**src/rtl/inst_loader.sv**
```systemverilog
// inst_loader: UART 8N1 boot loader that writes a little-endian word image into
// instruction memory and holds the core in reset until the image is complete.
module inst_loader #(
    parameter int CLKS_PER_BIT = 434,
    parameter int MAX_WORDS    = 256
) (
    input  logic        clk,
    input  logic        rst,
    input  logic        rx,
    output logic        mem_we,
    output logic [31:0] mem_addr,
    output logic [31:0] mem_wdata,
    output logic        cpu_hold,
    output logic        done,
    output logic        error
);
    localparam int CW = $clog2(CLKS_PER_BIT);
    localparam logic [CW-1:0] HALF = CW'(CLKS_PER_BIT / 2 - 1);
    localparam logic [CW-1:0] FULL = CW'(CLKS_PER_BIT - 1);

    typedef enum logic [2:0] {RX_IDLE, RX_START, RX_DATA, RX_STOP, RX_BREAK} rx_state_t;
    typedef enum logic [2:0] {LD_HDR_LO, LD_HDR_HI, LD_LOAD, LD_LAST, LD_DONE} ld_state_t;

    rx_state_t rx_state, rx_next;
    ld_state_t ld_state, ld_next;

    logic          rx_meta, rx_s;
    logic [CW-1:0] cnt;
    logic [2:0]    bitn;
    logic [7:0]    shreg;
    logic          byte_valid;
    logic          tick, frame_err;
    logic [7:0]    hdr_lo;
    logic [15:0]   hdr, n_words, idx;
    logic [1:0]    bcnt;
    logic [23:0]   asm_reg;
    logic          wr, oversize, abort, last_word;

    always_ff @(posedge clk or posedge rst) begin
        if (rst) begin
            rx_meta <= 1'b1;
            rx_s    <= 1'b1;
        end else begin
            rx_meta <= rx;
            rx_s    <= rx_meta;
        end
    end

    assign tick      = (rx_state == RX_START) ? (cnt == HALF) : (cnt == FULL);
    assign frame_err = rx_state == RX_STOP && tick && !rx_s;

    always_comb begin
        rx_next = rx_state;
        case (rx_state)
            RX_IDLE:  if (!rx_s) rx_next = RX_START;
            RX_START: if (tick) rx_next = rx_s ? RX_IDLE : RX_DATA;
            RX_DATA:  if (tick && bitn == 3'd7) rx_next = RX_STOP;
            RX_STOP:  if (tick) rx_next = rx_s ? RX_IDLE : RX_BREAK;
            default:  if (rx_s) rx_next = RX_IDLE;
        endcase
    end

    always_ff @(posedge clk or posedge rst) begin
        if (rst) begin
            rx_state   <= RX_IDLE;
            cnt        <= '0;
            bitn       <= '0;
            shreg      <= '0;
            byte_valid <= 1'b0;
        end else begin
            rx_state   <= rx_next;
            cnt        <= (rx_state == RX_IDLE || tick) ? '0 : cnt + 1'b1;
            bitn       <= (rx_state == RX_START) ? 3'd0 : (rx_state == RX_DATA && tick) ? bitn + 3'd1 : bitn;
            shreg      <= (rx_state == RX_DATA && tick) ? {rx_s, shreg[7:1]} : shreg;
            byte_valid <= rx_state == RX_STOP && tick && rx_s;
        end
    end

    assign hdr       = {shreg, hdr_lo};
    assign oversize  = ld_state == LD_HDR_HI && byte_valid && hdr > 16'(MAX_WORDS);
    assign wr        = ld_state == LD_LOAD && byte_valid && bcnt == 2'd3;
    assign last_word = idx + 16'd1 == n_words;
    // Once the last word is committed, line traffic can no longer disturb the image.
    assign abort     = frame_err && (ld_state == LD_HDR_LO || ld_state == LD_HDR_HI || ld_state == LD_LOAD);

    always_comb begin
        ld_next = ld_state;
        case (ld_state)
            LD_HDR_LO: if (byte_valid) ld_next = LD_HDR_HI;
            LD_HDR_HI: if (byte_valid) ld_next = (hdr == 16'd0) ? LD_DONE : oversize ? LD_HDR_LO : LD_LOAD;
            LD_LOAD:   if (wr && last_word) ld_next = LD_LAST;
            default:   ld_next = LD_DONE;
        endcase
        if (abort) ld_next = LD_HDR_LO;
    end

    always_ff @(posedge clk or posedge rst) begin
        if (rst) begin
            ld_state  <= LD_HDR_LO;
            hdr_lo    <= '0;
            n_words   <= '0;
            idx       <= '0;
            bcnt      <= '0;
            asm_reg   <= '0;
            mem_we    <= 1'b0;
            mem_addr  <= '0;
            mem_wdata <= '0;
            error     <= 1'b0;
        end else begin
            ld_state  <= ld_next;
            hdr_lo    <= (ld_state == LD_HDR_LO && byte_valid) ? shreg : hdr_lo;
            n_words   <= (ld_state == LD_HDR_HI && byte_valid) ? hdr : n_words;
            idx       <= (abort || ld_state == LD_HDR_LO) ? 16'd0 : wr ? idx + 16'd1 : idx;
            bcnt      <= (abort || ld_state != LD_LOAD) ? 2'd0 : byte_valid ? bcnt + 2'd1 : bcnt;
            asm_reg   <= (ld_state == LD_LOAD && byte_valid) ? {shreg, asm_reg[23:8]} : asm_reg;
            mem_we    <= wr;
            mem_addr  <= wr ? {14'b0, idx, 2'b00} : mem_addr;
            mem_wdata <= wr ? {shreg, asm_reg} : mem_wdata;
            error     <= error | abort | oversize;
        end
    end

    assign cpu_hold = ld_state != LD_DONE;
    assign done     = ld_state == LD_DONE;
endmodule
```
**config.mk**
```make
export PLATFORM = sky130hd
export DESIGN_NAME = inst_loader
export DESIGN_NICKNAME = d
export VERILOG_FILES = /design/src/rtl/inst_loader.sv
export SDC_FILE = /design/constraint.sdc
export NUM_CORES = 1
export LEC_CHECK = 0
export BUFFER_PORTS_ARGS = -buffer_cell sky130_fd_sc_hd__buf_4
export CAP_MARGIN = 20
export CORE_ASPECT_RATIO = 0.75
export CORE_MARGIN = 2
export CORE_UTILIZATION = 53
export CTS_CLUSTER_SIZE = 28
export DETAILED_ROUTE_END_ITERATION = 10
export PLACE_DENSITY_LB_ADDON = 0.2
export SETUP_SLACK_MARGIN = 0.05
export SLEW_MARGIN = 25
export SYNTH_ARGS = -nofsm -noshare
export SYNTH_HDL_FRONTEND = slang
export SYNTH_SLANG_ARGS = --single-unit
```
**constraint.sdc**
```tcl
create_clock -name clk -period 4.2 [get_ports clk]
set_input_delay 0.21 -clock clk [delete_from_list [all_inputs] [get_ports clk]]
set_output_delay 0.21 -clock clk [all_outputs]
set_load 0.01 [all_outputs]
```
# After elaboration in Yosys (flattened, before gate mapping)
# Cells that the tools add are included.
# word_totals
ff_bits,145
inputBits,3
output_inout_bits,68
elab_cells,94
# classes
n_addsub,4
magnitude_cmp,1
eq_ne,20
n_mux,23
bitwise_logic,2
reduce_logical,27
# ops
operator,count
2-to-1 mux 3 bit,13
2-to-1 mux 16 bit,2
"adder 16 x 1 -> 16 bit, second input constant",1
equality test 16 bit,1
"> comparator 16 x 9 -> 1 bit, second input constant",1
zero test 16 bit,1
logical AND 1 bit,12
case mux 3 bit (4 select lines),1
"adder 9 x 1 -> 9 bit, second input constant",1
"equality test 3 x 2 -> 1 bit, second input constant",3
"equality test 9 x 8 -> 1 bit, second input constant",1
"equality test 9 bit, second input constant",1
2-to-1 mux 9 bit,1
"inequality test 3 bit, second input constant",3
case mux 3 bit (3 select lines),1
2-to-1 mux 2 bit,4
"inequality test 2 bit, second input constant",4
"equality test 3 x 1 -> 1 bit, second input constant",2
"equality test 3 bit, second input constant",2
zero test 3 bit,2
"inequality test 3 x 2 -> 1 bit, second input constant",2
nonzero test 2 bit,3
logical OR 1 bit,5
AND reduction 5 bit,1
other kinds (8),9

# Depth between registers and ports, before layout
# logic_depth
word_depth,8
mapped_depth,10
ltp_nobuf,7

# Worst setup path before layout
# Ideal clock, no wire load.
# synth_timing
path_kind,reg2reg
startpoint,reg idx[0]
endpoint,reg ld_state[0]
setup_time_ns,0.077
arrival_time_ns,2.091
required_time_ns,4.123
setup_slack_ns,2.032
stages_incl_launch_ff,8
path_buffers,0
synth_period_minus_slack_ns,2.168
cell_sequence,dfrtp_1 > ha_1 > xor2_1 > or4_1 > or4_1 > nor3_2 > nand4_1 > o21ai_1
# synth_via
elab_chain_cells,5
# synth_rtl
element,line_no,text
"start, declared",34,"logic [15:0] hdr, n_words, idx;"
"start signal, assigned",113,idx <= (abort || ld_state == LD_HDR_LO) ? 16'd0 : wr ? idx + 16'd1 : idx;
adder 16 x 1 -> 16 bit,82,assign last_word = idx + 16'd1 == n_words;
equality test 16 bit,82,
logical AND 1 bit,91,LD_LOAD: if (wr && last_word) ld_next = LD_LAST;
inequality test 3 x 2 -> 1 bit (no source line),--,
AND reduction 3 bit (no source line),--,
"end signal, assigned",110,ld_state <= ld_next;
"end, declared",25,"ld_state_t ld_state, ld_next;"
# Every way passes these cells.
# A chain may end at the register's enable or synchronous reset.

# Final worst setup path
# layout_timing
startpoint,reg ld_state[1]
endpoint,reg idx[11]
# layout_via
elab_chain_cells,6
word_cells_on_any_way,11
classes_between,eq/ne (2); mux (1); reduce/logical (8)
# layout_rtl
element,line_no,text
equality test 3 x 1 -> 1 bit / zero test 3 bit (equally long branches),"84, 113",
logical OR 1 bit (2 in series),84,assign abort = frame_err && (ld_state == LD_HDR_LO || ld_state == LD_HDR_HI || ld_state == LD_LOAD);
logical AND 1 bit,84,
logical OR 1 bit,113,
2-to-1 mux 16 bit / nonzero test 2 bit (equally long branches),--,
# Several ways; a longest one is shown, not always the timed one.

==> flow_metrics.env <==
export IMPL_rsz0062_at_grt="no"
export IMPL_ios=71
export IMPL_grt_max_degree=119
export IMPL_antenna_found_initial=0
export IMPL_r2r_end="idx[11]"
export IMPL_largest_reg_flops=32
export IMPL_synthDistinctLibCells=51
export IMPL_setup_viol=0
export IMPL_viasPerCell=5.24
export IMPL_fillers=941
export IMPL_cts_tree="built"
export IMPL_cp_cell_sequence="nor4bb_4 > nand2_2 > inv_2 > nand2_1 > or3_1 > a21oi_1"
export IMPL_yosysWarningCount=0
export IMPL_diodes=0
export IMPL_maxSlewViolCount=0
export IMPL_postCtsSetupRepairBufs=0
export IMPL_status="finished with violations"
export IMPL_num_rows=34
export IMPL_wl_per_cell_microns=14.8
export IMPL_clk_pin_slew_ns=0.07
export IMPL_crit_arrival_ns=3.08
export IMPL_cp_start_kind="flop"
export IMPL_seqCellArea_sq_um=3630
export IMPL_grt_pass1_wl_microns=21200
export IMPL_synth_area_leaders="dfrtp_1, nand2_1, mux2_2"
export IMPL_relSlewSlack=0.475
export IMPL_multi_input_area_sq_um=2630
export IMPL_cts_root_buf="clkbuf_16"
export IMPL_numCtsBuffers=17
export IMPL_htree_levels=4
export IMPL_slowest_stage="inv_2"
export IMPL_ys_flop_type="dfrtp_1"
export IMPL_min_path_type="in2async"
export IMPL_core_area_sq_um=11700
export IMPL_clockBufferDepth=2
export IMPL_reg2regPathDepth=6
export IMPL_violations="negative hold slack"
export IMPL_grt_pass1_vias=4294
export IMPL_nNetsFinal=673
export IMPL_syn_area_sq_um=6430
export IMPL_period_needed_ns=2.74
export IMPL_rrSetupSlack_ns=1.46
export IMPL_worstPathRequired_ns=4.54
export IMPL_die_y_microns=99.4
export IMPL_reg2reg_from="ld_state[1]"
export IMPL_vias=4404
export IMPL_holdWs_ns=-0.0485
export IMPL_drt_iter0_markers=283
export IMPL_worstSetupPathType="reg2reg"
export IMPL_clk_latency_ns=0.42
export IMPL_cellPowerDensity_nw_per_um2=381
export IMPL_grt_remaining_overflow=0
export IMPL_drv_cap=0
export IMPL_portBuffers=54
export IMPL_grtUsageTotal=0.202
export IMPL_synthTopCellsByCount="nand2_1, dfrtp_1, nor2_1, mux2_2, xnor2_1"
export IMPL_syn_inst=615
export IMPL_dpl_instance_area_sq_um=6930
export IMPL_slowest_delay_ns=0.54
export IMPL_synth_top_cell_area_share=0.556
export IMPL_fin_skew_ns=0.0109
export IMPL_synthToLayoutAreaGrowth_pct=16.8
export IMPL_crit_path_end_kind="flop"
export IMPL_ys_ff_latch=145
export IMPL_drive_gt1_frac=0.211
export IMPL_dr_pass1_iters=5
export IMPL_hpwlAfterDp_microns=8420
export IMPL_yosys_area_top_type="dfrtp_1"
export IMPL_p_leak_uw=0.00381
export IMPL_final_cell_area_sq_um=7510
export IMPL_ant_nets=0
export IMPL_avgSynthCellArea_sq_um=10.5
export IMPL_initial_core_util=0.550
export IMPL_die_area_sq_um=13000
export IMPL_instances_no_fill=840
export IMPL_final_setup_tns_ns=0
export IMPL_drc_errors=0
export IMPL_die_x_microns=131
export IMPL_synth_most_common_cell="nand2_1"
export IMPL_worst_slew_pin_slew_ns=0.788
export IMPL_yosysSeqAreaShare=0.564
export IMPL_hold_violations=107
export IMPL_dp_cells=806
export IMPL_gp_congestion=0.827
export IMPL_final_period_utilization=0.651
export IMPL_fmaxAchievable_mhz=366
export IMPL_crit_fanout=34
export IMPL_drt_wl_total_microns=12400
export IMPL_cts_num_sinks=145
export IMPL_synthArstFlopShare=1.00
export IMPL_synth_edf_count=0
export IMPL_ir_drop_mv=0.338
==> power by group <==
group | switching, uW | internal (uW)
Clock | 645 | 786
Sequential | 0.864 | 1400
Combinational | 33.4 | 3.25
==> cells in the final DEF, fill, tap and decap left out, types with 4 or more instances in the layout <==
master     instances
conb_1            16
clkbuf_16         17
nand3_1           16
inv_6              8
a21oi_1           10
nand2_1          161
o21ai_0           10
mux2_2            40
nor2_1            44
or3_1              6
nor4_1             4
xnor2_1           27
ha_1               5
inv_8              5
dfrtp_1          143
nand4_1            6
xor2_1            18
inv_1              7
nor3_1             7
buf_4             59
mux2_1            15
==> routing by layer <==
metal  track usage  share of wire  vias up
met5             0              0        -
met4        0.0627         0.0072        0
met3        0.0408          0.040        9
met2         0.318           0.47       90
met1         0.289           0.49     2185
li1              -              -     2120
==> metrics by stage <==
step / setup WS, ns / power, uW / util
finish: 1.46 / 2870 / 0.642
global route: 1.18 / 2960 / 0.642
CTS: 1.41 / 2900 / 0.641
detailed placement: 1.43 / 1460 / 0.593
global placement: 1.55 / 1460 / 0.593
floorplan: 0.0987 / 1460 / -
==> cell type report <==
| type | count | area share |
|---|---|---|
| flip-flops and latches | 145 | 0.483 |
| multi-input cells | 432 | 0.349 |
| repair buffers | 60 | 0.0603 |
| clock buffers | 17 | 0.0566 |
| well taps | 162 | 0.0270 |
| clock inverters | 15 | 0.0181 |
| inverters | 9 | 0.00549 |
==> worst max-delay path by stage <==
stage / startpoint / end / slack [ns] / cells after the start
3_5_place_dp: ld_state[1] / idx[15] / 1.43 / 7
4_1_cts: ld_state[1] / idx[11] / 1.41 / 6
5_1_grt: ld_state[1] / idx[14] / 1.18 / 7
3_3_place_gp: ld_state[1] / idx[15] / 1.55 / 7
6_report: ld_state[1] / idx[11] / 1.46 / 6
2_1_floorplan: rst / asm_reg[0] / 0.1 / 1
==> critical path: cells and delay by family (launching register included) <==
kind                   cells  cell delay (ns)
AOI/OAI and AO/OA          1             0.15
buffers and inverters      1             0.54
and+or+nand+nor            4             1.45
DFF                        1             0.50
==> cell families after synthesis <==
logic type | share of synthesized area
AND/OR/NAND/NOR | 0.180
flip-flops | 0.564
multiplexers | 0.101
buffers and inverters | 0.0416
XOR/XNOR | 0.0612
AO/OA/AOI/OAI | 0.0412
adder cells (fa/ha/maj) | 0.00972
other | 0.000583
==> what timing repair did <==
| item | in CTS | in global routing |
|---|---|---|
| hold buffers | 1 | 0 |
| setup endpoints to repair | 0 | 0 |
| gates resized for setup | 0 | 0 |
| hold endpoints to repair | 1 | 0 |
(Power assumes the default switching activity.)
